### config.mk
export PLATFORM = sky130hd
export DESIGN_NAME = tdm_demux4
export DESIGN_NICKNAME = d
export VERILOG_FILES = /design/src/rtl/tdm_pkg.sv /design/src/rtl/tdm_slot_counter.sv /design/src/rtl/tdm_demux4.sv
export SDC_FILE = /design/constraint.sdc
export NUM_CORES = 1
export LEC_CHECK = 0
export ABC_CLOCK_PERIOD_IN_PS = 1520
export CORE_MARGIN = 3
export CORE_UTILIZATION = 30
export CTS_BUF_LIST = sky130_fd_sc_hd__clkbuf_2 sky130_fd_sc_hd__clkbuf_4 sky130_fd_sc_hd__clkbuf_8
export CTS_CLUSTER_SIZE = 14
export DETAILED_ROUTE_END_ITERATION = 6
export GPL_TIMING_DRIVEN = 0
export PLACE_DENSITY_LB_ADDON = 0.12
export REMOVE_ABC_BUFFERS = 1
export SLEW_MARGIN = 20
export SYNTH_ARGS = -nofsm -noshare
export SYNTH_HDL_FRONTEND = slang
export SYNTH_HIERARCHICAL = 1
export SYNTH_SLANG_ARGS = --single-unit
### constraint.sdc
create_clock -name clk -period 1.52 [get_ports clk]
set_clock_uncertainty 0.15 [all_clocks]
set_input_delay 0.152 -clock clk [delete_from_list [all_inputs] [get_ports clk]]
set_output_delay 0.152 -clock clk [all_outputs]
set_load 0.02 [all_outputs]
### src/rtl/tdm_pkg.sv
// Shared definitions for the four-channel TDM demultiplexer.
package tdm_pkg;

  localparam int NUM_CH = 4;
  localparam int SLOT_W = 2;

  typedef enum logic {
    HUNT   = 1'b0,
    LOCKED = 1'b1
  } state_t;

  typedef logic [SLOT_W-1:0] slot_t;

endpackage

### src/rtl/tdm_slot_counter.sv
// Two-bit wrapping slot counter. A sync load forces slot 1, because the sample
// carrying the sync is itself consumed as slot 0. A clear returns the counter
// to slot 0, and an advance steps it forward on each accepted sample.
module tdm_slot_counter
  import tdm_pkg::*;
(
  input  logic  clk,
  input  logic  rst,
  input  logic  advance,
  input  logic  load_one,
  input  logic  clear,
  output slot_t slot
);

  // Slot register. A sync load takes priority over a clear, and a clear takes
  // priority over a normal advance.
  // NOTE: sequential state uses non-blocking assignments so every register
  // samples the pre-edge values, independent of block ordering.
  always_ff @(posedge clk or posedge rst) begin
    if (rst) begin
      slot <= '0;
    end else if (load_one) begin
      slot <= slot_t'(1);
    end else if (clear) begin
      slot <= '0;
    end else if (advance) begin
      slot <= slot + slot_t'(1);
    end
  end

endmodule

### src/rtl/tdm_demux4.sv
// Four-channel TDM demultiplexer. It hunts for a frame sync, then steers each
// valid sample to its channel register. Complete frames are published
// atomically on the frame output. Lock is dropped after MISS_MAX consecutive
// frames whose slot-0 sample arrives without a sync.
module tdm_demux4
  import tdm_pkg::*;
#(
  parameter int W        = 1,
  parameter int MISS_MAX = 2
) (
  input  logic              clk,
  input  logic              rst,
  input  logic [W-1:0]      din,
  input  logic              din_valid,
  input  logic              frame_sync,
  output logic [W-1:0]      ip0,
  output logic [W-1:0]      ip1,
  output logic [W-1:0]      ip2,
  output logic [W-1:0]      ip3,
  output logic [NUM_CH-1:0] ch_valid,
  output logic [1:0]        sel,
  output logic [4*W-1:0]    frame,
  output logic              frame_done,
  output logic              locked,
  output logic              sync_err
);

  state_t      state;
  logic [2:0]  miss_cnt;
  logic [2:0]  miss_next;
  slot_t       slot;
  slot_t       tgt;
  logic        take;
  logic        load_one;
  logic        clear;
  logic        advance;
  logic        err;
  logic        drop;
  logic [NUM_CH-1:0] onehot;
  logic [W-1:0] ch_q   [NUM_CH];
  logic [W-1:0] shadow [NUM_CH-1];

  tdm_slot_counter u_slot (
    .clk      (clk),
    .rst      (rst),
    .advance  (advance),
    .load_one (load_one),
    .clear    (clear),
    .slot     (slot)
  );

  // Decide what happens to the sample offered this cycle: which slot takes it,
  // how the slot counter moves, and whether lock is gained, kept or lost.
  always_comb begin
    // NOTE: every output of this block gets a default first, so no path can
    // leave a signal unassigned and infer a latch.
    take      = 1'b0;
    tgt       = slot;
    load_one  = 1'b0;
    clear     = 1'b0;
    advance   = 1'b0;
    err       = 1'b0;
    drop      = 1'b0;
    miss_next = miss_cnt;
    if (din_valid) begin
      if (state == HUNT) begin
        if (frame_sync) begin
          take      = 1'b1;
          tgt       = '0;
          load_one  = 1'b1;
          miss_next = '0;
        end
      end else begin
        take = 1'b1;
        if (frame_sync) begin
          // A sync always realigns to slot 0. When the counter disagrees, the
          // partial frame is abandoned and the mismatch is flagged.
          tgt       = '0;
          load_one  = 1'b1;
          miss_next = '0;
          err       = (slot != '0);
        end else begin
          advance = 1'b1;
          if (slot == '0) begin
            miss_next = miss_cnt + 3'd1;
            if (miss_next >= 3'(MISS_MAX)) begin
              drop      = 1'b1;
              clear     = 1'b1;
              advance   = 1'b0;
              miss_next = '0;
            end
          end
        end
      end
    end
    onehot      = '0;
    onehot[tgt] = take;
  end

  // FSM, miss counter and all registered outputs.
  always_ff @(posedge clk or posedge rst) begin
    if (rst) begin
      state      <= HUNT;
      miss_cnt   <= '0;
      ch_valid   <= '0;
      frame      <= '0;
      frame_done <= 1'b0;
      sync_err   <= 1'b0;
      for (int i = 0; i < NUM_CH; i++) ch_q[i] <= '0;
    end else begin
      ch_valid   <= onehot;
      sync_err   <= err;
      frame_done <= take && (tgt == slot_t'(NUM_CH - 1));
      miss_cnt   <= miss_next;
      if (take) ch_q[tgt] <= din;
      if (take && (tgt == slot_t'(NUM_CH - 1)))
        frame <= {din, shadow[2], shadow[1], shadow[0]};
      if (load_one) state <= LOCKED;
      else if (drop) state <= HUNT;
    end
  end

  // Frame shadow for slots 0..2. Slot 3 is reachable only after slots 0, 1 and
  // 2 have been written in order, so the shadow never publishes stale data.
  // NOTE: this storage deliberately has no reset; every entry is overwritten
  // before any read can observe it.
  always_ff @(posedge clk) begin
    if (take && (tgt != slot_t'(NUM_CH - 1))) shadow[tgt] <= din;
  end

  assign ip0    = ch_q[0];
  assign ip1    = ch_q[1];
  assign ip2    = ch_q[2];
  assign ip3    = ch_q[3];
  assign sel    = slot;
  assign locked = (state == LOCKED);

endmodule
After elaboration in Yosys (flattened, before gate mapping). Memory sizes are Yosys's and may differ from the RTL's. A register that Yosys moved wholly into a read port is not among the register bits. Index checks and enable logic that the tools add are counted.

Register bits: 20. Memory bits (writable): 3. Bits of input ports: 5. Output and inout port bits: 17. Word-level logic and storage cells: 70. Memories kept: 1.

Add/subtract/negate cells: 2. Magnitude comparators: 5. Eq/ne operators: 2. Muxes and demuxes: 36. Bitwise gates (word level): 2. Reduce and logical (&&, ||, !) cells: 11.

Memories: shadow (depth 3, width 1, rd ports 3, clocked after Yosys merged registers in 3, write ports 1, line tdm_demux4.sv:41) `logic [W-1:0] shadow [NUM_CH-1];`.

Operators with widths (count): $mux W1 (23); $mux W3 (5); $mux W2 (5); $reduce_bool A2 Y1 (4); $and A4 B4 Y4 (1); $bwmux W4 (1); $demux W1 S2 (2); $logic_and A1 B1 Y1 (4); $add A3 B1 Y3 const B (1); $ge A3 B2 Y1 const B (1); $ge A3 B3 Y1 const B (1); $lt A2 B3 Y1 const B (1); $lt A3 B1 Y1 const B (1); $not A2 Y3 (1); $reduce_and A3 Y1 (1); $reduce_bool A3 Y1 (1); $add A2 B1 Y2 const B (1); $eq A2 B2 Y1 const B (1); $ge A2 B1 Y1 const B (1); $logic_not A2 Y1 (1); $ne A2 B2 Y1 const B (1).

Logic depth before layout (Yosys ltp).
Word-level depth: 10. Mapped depth: 7. Depth with buffers taken out: 7.

Cells and area by module. The synthesis kept the hierarchy.

By module, submodules not included: tdm_demux4 (times used 1, cells an instance 58, area an instance 803.3 um2); tdm_slot_counter (times used 1, cells an instance 8, area an instance 100.1 um2).

Worst setup path before layout. Ideal clock, no wire load.

Path type: register to register. From: register miss_cnt[0]. To: register u_slot.slot[1]. Setup time: 0.087 ns. Data arrival time: 1.408 ns. Slack: -0.124 ns. Cell stages (with the launch flop): 7. Buffers on the path: 0. Clock period less this slack: 1.644 ns. Cell sequence: dfrtp_1 ha_1 xor2_1 o21a_1 nor2_1 nand3b_1 a211oi_2.

RTL lines: from (decl) (line tdm_demux4.sv:29) `logic [2:0] miss_cnt;`; from (signal assigned) (line tdm_demux4.sv:114) `miss_cnt <= miss_next;`; $add A3 B1 Y3 (line tdm_demux4.sv:85) `miss_next = miss_cnt + 3'd1;`; $ge A3 B2 Y1 (line tdm_demux4.sv:86) `if (miss_next >= 3'(MISS_MAX)) begin`; $mux W1 (line tdm_demux4.sv:86); $mux W1 (line tdm_demux4.sv:84) `if (slot == '0) begin`; $mux W1 (line tdm_demux4.sv:75) `if (frame_sync) begin`; $mux W1 (line tdm_demux4.sv:66) `if (state == HUNT) begin`; $mux W1 (line tdm_demux4.sv:65) `if (din_valid) begin`; named net advance (line tdm_demux4.sv:36) `logic advance;`; $reduce_bool A3 Y1 (no line); to (signal assigned) (line tdm_slot_counter.sv:23) `slot <= slot_t'(1);`; to (signal assigned) (line tdm_slot_counter.sv:27) `slot <= slot + slot_t'(1);`; to (decl) (line tdm_slot_counter.sv:12) `output slot_t slot`.

The timed path passes the listed nets, and every way through them passes these cells. A chain may end at the register's enable or synchronous reset.

Final worst setup path. Ends and elaborated chain as after synthesis.

==> results.tsv <==
stage	metric	value	unit
hold_path	hold_end	locked	
critical_path	cp_data_required_time	1.60	ns
sta	fmax	604	MHz
sta	fin_crit_sh	109	%
placement	place.gp.congestion	0.696	
logic_synthesis	synth.yosys.seq_area_share	59.8	%
critical_path	cp_cell_sequence	ha_2 -> xor2_2 -> o21a_1 -> nor2_2 -> a21bo_1 -> a211oi_2	
floorplanning	effective_utilization_at_floorplan	32.2	%
global_route	grt_overflow_total	0	
global_route	grt_first_pass_wirelength	2.52	mm
global_route	grtUsageMet2	14.5	%
critical_path	setup.worst_path.class	register to register	
floorplanning	die_area	0.00371	mm2
final_layout	final_cell_utilization_of_the_core	44.8	%
clocking	cts-root-to-sink-buffers	2	
floorplanning	boundaryPins	22	
sta	timing.setup.tns	-0.304	ns
global_route	globalRouteMet3Util	2.55	%
sta	relSlewSlack	76.2	%
critical_path	crit-reg2reg-launch	miss_cnt[0]	
global_route	maximum_number_of_pins_on_one_net_before_global_route_repair	17	
sta	hold_viol_final	0	
sta	fin_worst_hold_slack	0.152	ns
pwr	peak_vdd_ir	451	uV
logic_synthesis	post_synth_num_cell_types	29	
critical_path	critical-path-slowest-cell	dfrtp_1	
route	drt-wirelength-per-cell	12.2	um
run_status	failed_checks	negative setup slack	
critical_path	crit_start_category	register	
clocking	clock_sinks	21	
critical_path	worst_ep_arrival_time	1.74	ns
placement	dpl.hpwl	1.09	mm
critical_path	cells_on_worst_reg2reg_path	6	
pwr	p_switching	739	uW
logic_synthesis	post-synth-top-area-cell	dfrtp_1	
pwr	cellLeakagePower	0.000609	uW
critical_path	end_kind	register	
clocking	cts_tree	built	
critical_path	reg2reg_to	u_slot/slot[1]	
pwr	finalPower	2040	uW
route	detail_route.iter0.violations	5	
route	tritonroute_pass_1_iters	2	
pwr	switching_share	36.2	%
logic_synthesis	ys_async_sr_fraction	85.7	%
logic_synthesis	synthFlopType	dfrtp_1	
run_status	status	finished, violations left	
global_route	grt.busiest_layer	met2	
global_route	number_of_global_route_vias_before_repair	565	
sta	rsz0062_at_grt	true	
route	drc	0	
pwr	power.density_cell_area	1630	mW/mm2
logic_synthesis	synth_edf_count	3	
logic_synthesis	post_syn_instances	66	
clocking	htreeDepth	1	
logic_synthesis	yosys_reg_bits	21	
logic_synthesis	yosysTopAreaCellShare	49.9	%
route	drtAntennaViolNets	0	
floorplanning	rows	19	
placement	numPortBuffers	21	
route	avgViaCountPerCell	4.60	
sta	period_needed	1.66	ns
clocking	worstSkewPairLatency	0.30	ns
hold_path	min-delay-path-class	input pin to register	
final_layout	area_growth_syn_to_layout	39.1	%
critical_path	critical_path.max_stage_delay	0.41	ns
sta	worst_max_slew_pin_slew	0.357	ns
clocking	cts_inserted_buffers	3	
floorplanning	die_w	60.9	um
global_route	antenna_found_initial	0	
global_route	grt_overall_usage	9.65	%
final_layout	num-nets-final	107	
pwr	power_frac_clock	13.0	%
pwr	p_seq_share	41.7	%
floorplanning	core_box_area	0.00281	mm2
clocking	clock-root-buffer	clkbuf_4	
route	vias	598	
critical_path	timing.reg2reg.setup_slack	-0.14	ns
route	route.final.wire_length	1.59	mm
logic_synthesis	ys_top_cells_by_area	dfrtp_1, edfxtp_1, mux2_2	
floorplanning	die_h	60.9	um
logic_synthesis	netlist_area_before_placement	903	um2
final_layout	layout-drive-gt1-share	35.4	%
pwr	combPwrFrac	45.3	%
placement	placement.setup.worst_slack	-0.366	ns
logic_synthesis	avgSynthCellArea	13.7	um2
global_route	gr-usage-met1	12.1	%
pwr	internal_power	1300	uW
hold_path	worstHoldStart	din_valid	
flow_run	cap_viol_max_count	0	
hold_path	min_delay_path_depth	2	
clocking	clkTransAtPathRegs	0.12	ns
critical_path	crit_fanout	4	
final_layout	n_antenna_cell	0	
logic_synthesis	yosys_warnings	9	
sta	worst_slack	-0.136	ns
sta	final-setup-viol-count	4	
sta	slew_viol_final	0	
[worst max-delay path by stage]
stage	slack (ns)	start	cells past startpoint	end
floorplan	-0.12	miss_cnt[0]	6	u_slot/slot[1]
global placement	-0.34	din_valid	4	ip2
detailed placement	-0.37	din_valid	4	ip2
CTS	-0.16	miss_cnt[0]	6	u_slot/slot[1]
global route	-0.25	miss_cnt[0]	6	u_slot/slot[1]
finish	-0.14	miss_cnt[0]	6	u_slot/slot[1]
[cell usage after synthesis (2+ instances only)]
library cell and n:
edfxtp_1 3, nand3b_1 2, ha_1 2, nor3b_1 2
nor2_1 4, inv_1 6, dfrtp_1 18, buf_4 2
mux2_2 6, nor3b_2 2
[metal layers]
| metal | part of all wire (%) | vias up |
|---|---|---|
| met5 | 0 | - |
| met4 | 2.1 | 0 |
| met3 | 4.3 | 4 |
| met2 | 48 | 14 |
| met1 | 45 | 286 |
| li1 | - | 294 |
[kinds of logic after synthesis]
logic type / synth area share [%]
adders and majority gates: 2.77
DFF: 59.8
AOI/OAI and AO/OA: 6.23
xor gates and xnor gates: 1.94
muxes: 10.4
and+or+nand+nor: 14.3
buffers and inverters: 4.57
[placed cells by master, fill, tap and decap left out, types with 2 or more instances in the layout]
cell and instances:
buf_4 9, clkbuf_4 3, clkdlybuf4s50_1 3, dfrtp_1 16, dfrtp_2 2, dlygate4sd2_1 17, edfxtp_1 3, inv_1 5
mux2_2 5, mux2_4 2, nand3b_1 2, nor2_1 2, nor2_2 2, nor3b_2 4
[critical path: cells and delay by family (launching register included)]
family	cells	cell delay [ns]
AND/OR/NAND/NOR	1	0.06
XOR/XNOR	1	0.18
flip-flops	1	0.41
AO/OA/AOI/OAI	3	0.57
adder cells (fa/ha/maj)	1	0.21
[through the flow]
stage,std cells,area (um2)
floorplan,64,888
global placement,116,1140
global route,130,1260
CTS,127,1210
detailed placement,116,1140
finish,130,1260
[area by class of cell]
type                            count  area (um2)
Clock inverter                      1        5.00
Inverter                            7        30.0
Fill cell                         272        1550
Clock buffer                        3        22.5
Tap cell                           31        38.8
Sequential cell                    21         543
Timing Repair Buffer               31         267
Multi-Input combinational cell     36         350
[state kept, by name, summed over array words and instances, names as in the netlist, 2 cells and up]
name / flops
shadow: 3
frame: 3
ch_valid: 4
u_slot/slot: 2
miss_cnt: 3
[power by group through the flow]
stage | clock network, uW | registers (uW) | logic [uW]
floorplan | 0 | 1060 | 305
CTS | 285 | 851 | 873
detailed placement | 0 | 884 | 891
finish | 266 | 852 | 926
global placement | 0 | 877 | 887
global route | 307 | 879 | 1000
[timing repair]
item                                   4_1_cts  5_1_grt
gates resized for setup                     23        6
hold buffers                                 1        0
pin swaps                                    8        5
setup endpoints to repair                   27       25
endpoints found under the hold margin        2        0
setup buffers                                6        3
Note: power is estimated with default switching activity, not from simulation.
